**config.mk**
```make
export PLATFORM = sky130hd
export DESIGN_NAME = freq_step_sequencer
export DESIGN_NICKNAME = d
export VERILOG_FILES = /design/src/rtl/freq_step_sequencer.sv
export SDC_FILE = /design/constraint.sdc
export NUM_CORES = 1
export LEC_CHECK = 0
export ABC_AREA = 1
export BUFFER_PORTS_ARGS = -buffer_cell sky130_fd_sc_hd__clkbuf_2
export CORE_MARGIN = 3
export CORE_UTILIZATION = 40
export CTS_CLUSTER_SIZE = 25
export DETAILED_ROUTE_END_ITERATION = 10
export GPL_ROUTABILITY_DRIVEN = 0
export GPL_TIMING_DRIVEN = 0
export PLACE_DENSITY = 0.67
export SKIP_LAST_GASP = 1
export SYNTH_ARGS = -nofsm -noshare
export SYNTH_HDL_FRONTEND = slang
export SYNTH_SLANG_ARGS = --single-unit
```
**constraint.sdc**
```tcl
create_clock -name clk -period 3.9 [get_ports clk]
set_input_delay 0.78 -clock clk [delete_from_list [all_inputs] [get_ports clk]]
set_output_delay 0.78 -clock clk [all_outputs]
set_load 0.005 [all_outputs]
```
**src/rtl/freq_step_sequencer.sv**
```systemverilog
// freq_step_sequencer
// Steps the select input of the ROM-controlled frequency divider through a small
// programmable table. Each entry holds a select code and a dwell time. The dwell
// time is counted in divided-clock rising edges. The select code only changes on
// a divided-clock rising edge, so the divider never sees a change mid-period.
//
// Ports:
//   clk         single clock; all logic runs on its rising edge
//   reset       synchronous, active-high reset
//   wr_en       write one table entry this cycle (only honoured while idle)
//   wr_addr     entry index to write
//   wr_sel      select code for the entry
//   wr_dwell    dwell in divided-clock rising edges (0 behaves as 1)
//   last_idx    index of the final entry, captured at start
//   loop_en     wrap to entry 0 after last_idx instead of finishing, captured at start
//   start       single-cycle request to begin a sweep
//   stop        request to abort a running sweep
//   div_clk_in  divider output, already synchronous to clk
//   f_select    select code driven to the divider
//   busy        high while a sweep is running
//   done        one-cycle pulse when a sweep ends (completed or aborted)
//   step_idx    table entry currently applied
//   step_pulse  one-cycle pulse each time a new entry is applied
module freq_step_sequencer #(
  parameter int DEPTH = 8,
  parameter int SEL_W = 5,
  parameter int DWELL_W = 8,
  parameter logic [SEL_W-1:0] IDLE_SEL = '0,
  localparam int IW = $clog2(DEPTH)
) (
  input  logic               clk,
  input  logic               reset,
  input  logic               wr_en,
  input  logic [IW-1:0]      wr_addr,
  input  logic [SEL_W-1:0]   wr_sel,
  input  logic [DWELL_W-1:0] wr_dwell,
  input  logic [IW-1:0]      last_idx,
  input  logic               loop_en,
  input  logic               start,
  input  logic               stop,
  input  logic               div_clk_in,
  output logic [SEL_W-1:0]   f_select,
  output logic               busy,
  output logic               done,
  output logic [IW-1:0]      step_idx,
  output logic               step_pulse
);

  typedef enum logic {
    IDLE,
    RUN
  } state_t;

  state_t state, state_n;

  logic [SEL_W-1:0]   tbl_sel   [DEPTH];
  logic [DWELL_W-1:0] tbl_dwell [DEPTH];

  logic               div_prev;
  logic               div_edge;
  logic               tbl_we;

  logic [DWELL_W-1:0] dwell_cnt, dwell_cnt_n;
  logic [IW-1:0]      last_q, last_n;
  logic               loop_q, loop_n;
  logic               abort_q, abort_n;

  logic [SEL_W-1:0]   f_select_n;
  logic               busy_n, done_n, step_pulse_n;
  logic [IW-1:0]      step_idx_n;

  logic               load;
  logic [IW-1:0]      load_idx;
  logic               finish;
  logic [IW-1:0]      next_idx;

  // div_prev resets high so a divider output that is already high when reset
  // releases is not mistaken for a rising edge.
  assign div_edge = div_clk_in & ~div_prev;

  // Table writes only while idle, and never in the cycle a sweep is launched,
  // so the entries in use by a sweep can never change underneath it.
  assign tbl_we = wr_en & (state == IDLE) & ~start;

  // The index is IW bits wide, so advancing past DEPTH-1 wraps to 0 on its own.
  assign next_idx = step_idx + IW'(1);

  // Select/dwell table. Reset restores every entry to the idle code with dwell 1.
  always_ff @(posedge clk) begin
    if (reset) begin
      for (int i = 0; i < DEPTH; i++) begin
        tbl_sel[i]   <= IDLE_SEL;
        tbl_dwell[i] <= DWELL_W'(1);
      end
    end else if (tbl_we) begin
      tbl_sel[wr_addr]   <= wr_sel;
      tbl_dwell[wr_addr] <= wr_dwell;
    end
  end

  // State, edge-detect and output registers.
  always_ff @(posedge clk) begin
    if (reset) begin
      state      <= IDLE;
      div_prev   <= 1'b1;
      dwell_cnt  <= DWELL_W'(1);
      last_q     <= '0;
      loop_q     <= 1'b0;
      abort_q    <= 1'b0;
      f_select   <= IDLE_SEL;
      busy       <= 1'b0;
      done       <= 1'b0;
      step_idx   <= '0;
      step_pulse <= 1'b0;
    end else begin
      state      <= state_n;
      div_prev   <= div_clk_in;
      dwell_cnt  <= dwell_cnt_n;
      last_q     <= last_n;
      loop_q     <= loop_n;
      abort_q    <= abort_n;
      f_select   <= f_select_n;
      busy       <= busy_n;
      done       <= done_n;
      step_idx   <= step_idx_n;
      step_pulse <= step_pulse_n;
    end
  end

  // Next-state and output logic. Any entry change goes through the shared
  // "load" path at the bottom, so launch, advance and wrap all apply an entry
  // the same way.
  always_comb begin
    state_n      = state;
    dwell_cnt_n  = dwell_cnt;
    last_n       = last_q;
    loop_n       = loop_q;
    abort_n      = abort_q;
    f_select_n   = f_select;
    busy_n       = busy;
    step_idx_n   = step_idx;
    done_n       = 1'b0;
    step_pulse_n = 1'b0;
    load         = 1'b0;
    load_idx     = '0;
    finish       = 1'b0;

    unique case (state)
      IDLE: begin
        if (start) begin
          last_n   = last_idx;
          loop_n   = loop_en;
          abort_n  = 1'b0;
          busy_n   = 1'b1;
          state_n  = RUN;
          load     = 1'b1;
          load_idx = '0;
        end
      end

      RUN: begin
        if (stop) begin
          abort_n = 1'b1;
        end
        // A stop arriving with this edge counts as already pending. This makes
        // the sweep abort rather than take a step. On the final step, abort and
        // completion lead to the same result.
        if (div_edge) begin
          if (abort_q || stop) begin
            finish = 1'b1;
          end else if (dwell_cnt != DWELL_W'(1)) begin
            dwell_cnt_n = dwell_cnt - DWELL_W'(1);
          end else if (step_idx != last_q) begin
            load     = 1'b1;
            load_idx = next_idx;
          end else if (loop_q) begin
            load     = 1'b1;
            load_idx = '0;
          end else begin
            finish = 1'b1;
          end
        end
      end

      default: begin
        state_n = IDLE;
      end
    endcase

    if (load) begin
      step_idx_n   = load_idx;
      f_select_n   = tbl_sel[load_idx];
      dwell_cnt_n  = (tbl_dwell[load_idx] == '0) ? DWELL_W'(1) : tbl_dwell[load_idx];
      step_pulse_n = 1'b1;
    end

    if (finish) begin
      state_n    = IDLE;
      f_select_n = IDLE_SEL;
      busy_n     = 1'b0;
      done_n     = 1'b1;
      abort_n    = 1'b0;
    end
  end

endmodule

```
==> insert_results.sql <==
INSERT INTO impl_metrics (metric_group, metric, value, unit) VALUES
('run_status', 'result_of_the_run', 'complete, no violations', ''),
('critical_path', 'timing.rr.start', 'state', ''),
('critical_path', 'crit_path_start_kind', 'input pin', ''),
('sta', 'timing_worst_slew_pin_value', '0.6749', 'ns'),
('floorplan', 'die_area', '17500', 'um^2'),
('synth', 'synth-warning-count', '0', ''),
('sta', 'final-setup-viol-count', '0', ''),
('worst_hold_path', 'worst_hold_path_type', 'flop to flop', ''),
('clocking', 'cts_tree', 'built', ''),
('routing', 'drt_first_pass_iters', '5', ''),
('clocking', 'clock_path_buffers', '2', ''),
('clocking', 'clk_latency', '0.42', 'ns'),
('final_layout', 'areaGrowthSynthToFinish', '16.49', '%'),
('critical_path', 'cp_max_fo', '13', ''),
('sta', 'slew_viol_final', '0', ''),
('routing', 'drt_iter0_drcs', '281', ''),
('clocking', 'clk_transition_reported_paths', '0.05', 'ns'),
('placed_design', 'placement.io_buffers', '35', ''),
('critical_path', 'cp_top_family', 'buffers and inverters', ''),
('global_route', 'groute.usage.overall', '18.07', '%'),
('synth', 'yosysTopAreaCell', 'sky130_fd_sc_hd__edfxtp_1', ''),
('critical_path', 'path_buf_inv', '5', ''),
('sta', 'totalNegativeSetupSlack', '0', 'ns'),
('critical_path', 'path_cells', 'buf_2, clkinv_1, nand3_1, nor2_1, inv_1, nor2_1, inv_1, clkbuf_1, nand2_1', ''),
('synth', 'synth_nets', '748', ''),
('global_route', 'initial_antenna_violation_count', '0', ''),
('floorplan', 'die_x', '132.3', 'um'),
('synth', 'synth_cells', '719', ''),
('routing', 'routed_wirelength', '15.27', 'mm'),
('job', 'max_cap_viol_count', '0', ''),
('sta', 'relative_max_transition_margin', '54.90', '%'),
('global_route', 'grt_start_max_net_pins', '17', ''),
('worst_hold_path', 'min_to', 'last_q[0]', ''),
('final_layout', 'antenna-diode-count', '0', ''),
('sta', 'timing_hold_violations_final', '0', ''),
('synth', 'share_of_the_synthesized_area_in_the_top_cell_type', '48.95', '%'),
('critical_path', 'endpoint_kind', 'flop', ''),
('critical_path', 'worst_ep_arrival_time', '2.98', 'ns'),
('routing', 'antenna_violating_nets_post_route', '0', ''),
('clocking', 'cts_hold_buffers', '0', ''),
('synth', 'syn_avg_cell_area', '8.873', 'um^2'),
('clocking', 'cts.sinks', '130', ''),
('clocking', 'tritoncts.num_buffers', '17', ''),
('routing', 'wl_per_instance', '15.33', 'um'),
('synth', 'synth_cell_type_count', '37', ''),
('synth', 'yosys_register_bits', '130', ''),
('floorplan', 'die_h', '132.3', 'um'),
('floorplan', 'num_rows', '45', ''),
('final_layout', 'post_route_cells_drive_above_1_share', '13.38', '%'),
('placed_design', 'post-dp-hpwl', '10.92', 'mm'),
('clocking', 'root_buffer', 'sky130_fd_sc_hd__clkbuf_16', ''),
('critical_path', 'r2r_cells', '8', ''),
('floorplan', 'initial_core_util', '41.35', '%'),
('routing', 'route.detailed.vias_per_inst', '4.890', ''),
('synth', 'synth_area', '6380', 'um^2'),
('routing', 'route.vias.total', '4870', ''),
('clocking', 'post-cts-setup-buffers', '0', ''),
('global_route', 'global_route_wire_length_before_repair', '24.47', 'mm'),
('synth', 'synthArstFlopShare', '0', '%'),
('worst_hold_path', 'hold_crit_depth', '2', ''),
('sta', 'setup_skew_after_layout', '0.006329', 'ns'),
('final_layout', 'finalCoreUtilization', '48.18', '%'),
('global_route', 'grt_remaining_overflow', '0', ''),
('critical_path', 'criticalPathCategory', 'input pin to flop', ''),
('sta', 'final_period_minus_worst_setup_slack', '2.969', 'ns'),
('pwr', 'cellLeakagePower', '0.003241', 'uW'),
('critical_path', 'critical-path-max-stage-delay', '0.56', 'ns'),
('critical_path', 'timing.critical_path.slowest_stage_cell', 'sky130_fd_sc_hd__nand2_1', ''),
('critical_path', 'cp.required', '3.91', 'ns'),
('clocking', 'post_cts_resize_count', '0', ''),
('clocking', 'cts.htree.levels', '4', '');
routing by layer:
metal / track usage (%) / wire [um] / up-vias
met5: 0 / 0 / -
met1: 24.04 / 6956 / 2242
met2: 28.56 / 6977 / 158
met3: 5.534 / 1063 / 24
li1: - / - / 2446
met4: 5.543 / 271 / 0
area by class of cell:
cell class              count  area, um^2
repair buffers             35       175.2
fillers                  1476        7995
inverters                 104       390.4
flip-flops and latches    130        3643
multi-input cells         455        2163
clock buffers              18       429.2
plain buffers              30       182.7
clock inverters            13       183.9
well taps                 211       264.0
synth_stat cells, types with 2 or more instances:
cell type / instances
sky130_fd_sc_hd__inv_1: 95
sky130_fd_sc_hd__or2_0: 8
sky130_fd_sc_hd__nor2_1: 150
sky130_fd_sc_hd__a21oi_1: 21
sky130_fd_sc_hd__dfxtp_1: 26
sky130_fd_sc_hd__nand3b_1: 23
sky130_fd_sc_hd__clkbuf_1: 10
sky130_fd_sc_hd__nand2_1: 116
sky130_fd_sc_hd__inv_2: 8
sky130_fd_sc_hd__o211ai_1: 4
sky130_fd_sc_hd__buf_4: 3
sky130_fd_sc_hd__o21ai_1: 11
sky130_fd_sc_hd__buf_2: 11
sky130_fd_sc_hd__nand2_4: 2
sky130_fd_sc_hd__nand3_1: 69
sky130_fd_sc_hd__buf_6: 6
sky130_fd_sc_hd__nor2_4: 2
sky130_fd_sc_hd__nor3_1: 3
sky130_fd_sc_hd__edfxtp_1: 104
sky130_fd_sc_hd__ha_1: 3
sky130_fd_sc_hd__o22ai_1: 5
sky130_fd_sc_hd__xor2_1: 4
sky130_fd_sc_hd__o21ai_0: 21
flip-flops by register name (all words and copies together), names as in the netlist, 3 cells and up:
signal,cells
dwell_cnt,8
f_select,5
last_q,3
step_idx,3
tbl_dwell,64
tbl_sel,40
worst max-delay path by stage:
stage / endpoint / depth (start not counted) / from / slack, ns
after floorplan: tbl_dwell[0][0] / 9 / reset / 1.46
after global placement: tbl_dwell[6][5] / 9 / reset / 0.51
after detailed placement: tbl_dwell[2][4] / 9 / reset / 0.48
after CTS: tbl_dwell[2][3] / 9 / reset / 0.94
after global routing: tbl_dwell[6][5] / 9 / reset / 0.66
final: tbl_dwell[3][5] / 9 / reset / 0.93
metrics by stage:
step / instance area, um^2 / power, uW / hold WS [ns] / std cells / setup WS, ns
floorplan: 6380 / 1780 / 0.4450 / 719 / 1.456
global placement: 6819 / 1867 / 0.4584 / 965 / 0.5127
detailed placement: 6819 / 1871 / 0.4705 / 965 / 0.4794
CTS: 7432 / 3526 / 0.4772 / 996 / 0.9386
global route: 7432 / 3635 / 0.5002 / 996 / 0.6557
finish: 7432 / 3505 / 0.4736 / 996 / 0.9305
cell usage in the layout, fill, tap and decap left out, drive strengths merged:
cell / Yosys / final
o211ai: 4 / 4
nand3b: 23 / 23
o21ai: 33 / 33
dfxtp: 26 / 26
buf: 20 / 20
nor3b: 1 / 1
a21oi: 21 / 21
nand3: 71 / 71
nand4: 1 / 1
inv: 103 / 106
xor2: 4 / 4
bufinv: 0 / 4
clkbuf: 10 / 63
nor2: 153 / 153
o31ai: 1 / 1
clkinvlp: 0 / 2
ha: 3 / 3
nor3: 4 / 4
o22ai: 6 / 6
edfxtp: 104 / 104
nor4: 1 / 1
clkinv: 1 / 5
nand2: 118 / 118
xnor2: 1 / 1
a2111oi: 1 / 1
or2: 9 / 9
tightest hold or removal path, cell delays in order (launching register included):
cell and delay, ns:
sky130_fd_sc_hd__dfxtp_1 0.30, sky130_fd_sc_hd__inv_1 0.06, sky130_fd_sc_hd__a21oi_1 0.06
report_power, final:
part | internal (uW) | switching (uW) | total (uW)
clock network | 1070 | 596 | 1660
registers | 1550 | 24.7 | 1570
logic | 79.3 | 193 | 273
logic make-up after synthesis:
logic type                 after synthesis  share of synthesized area [%]
and+or+nand+nor                        381                          26.69
buffers and inverters                  134                          8.982
DFF                                    130                          57.11
AOI/OAI and AO/OA                       66                          5.825
xor gates and xnor gates                 5                         0.8041
adders and majority gates                3                         0.5884
Note: power is estimated with default switching activity, not from simulation.
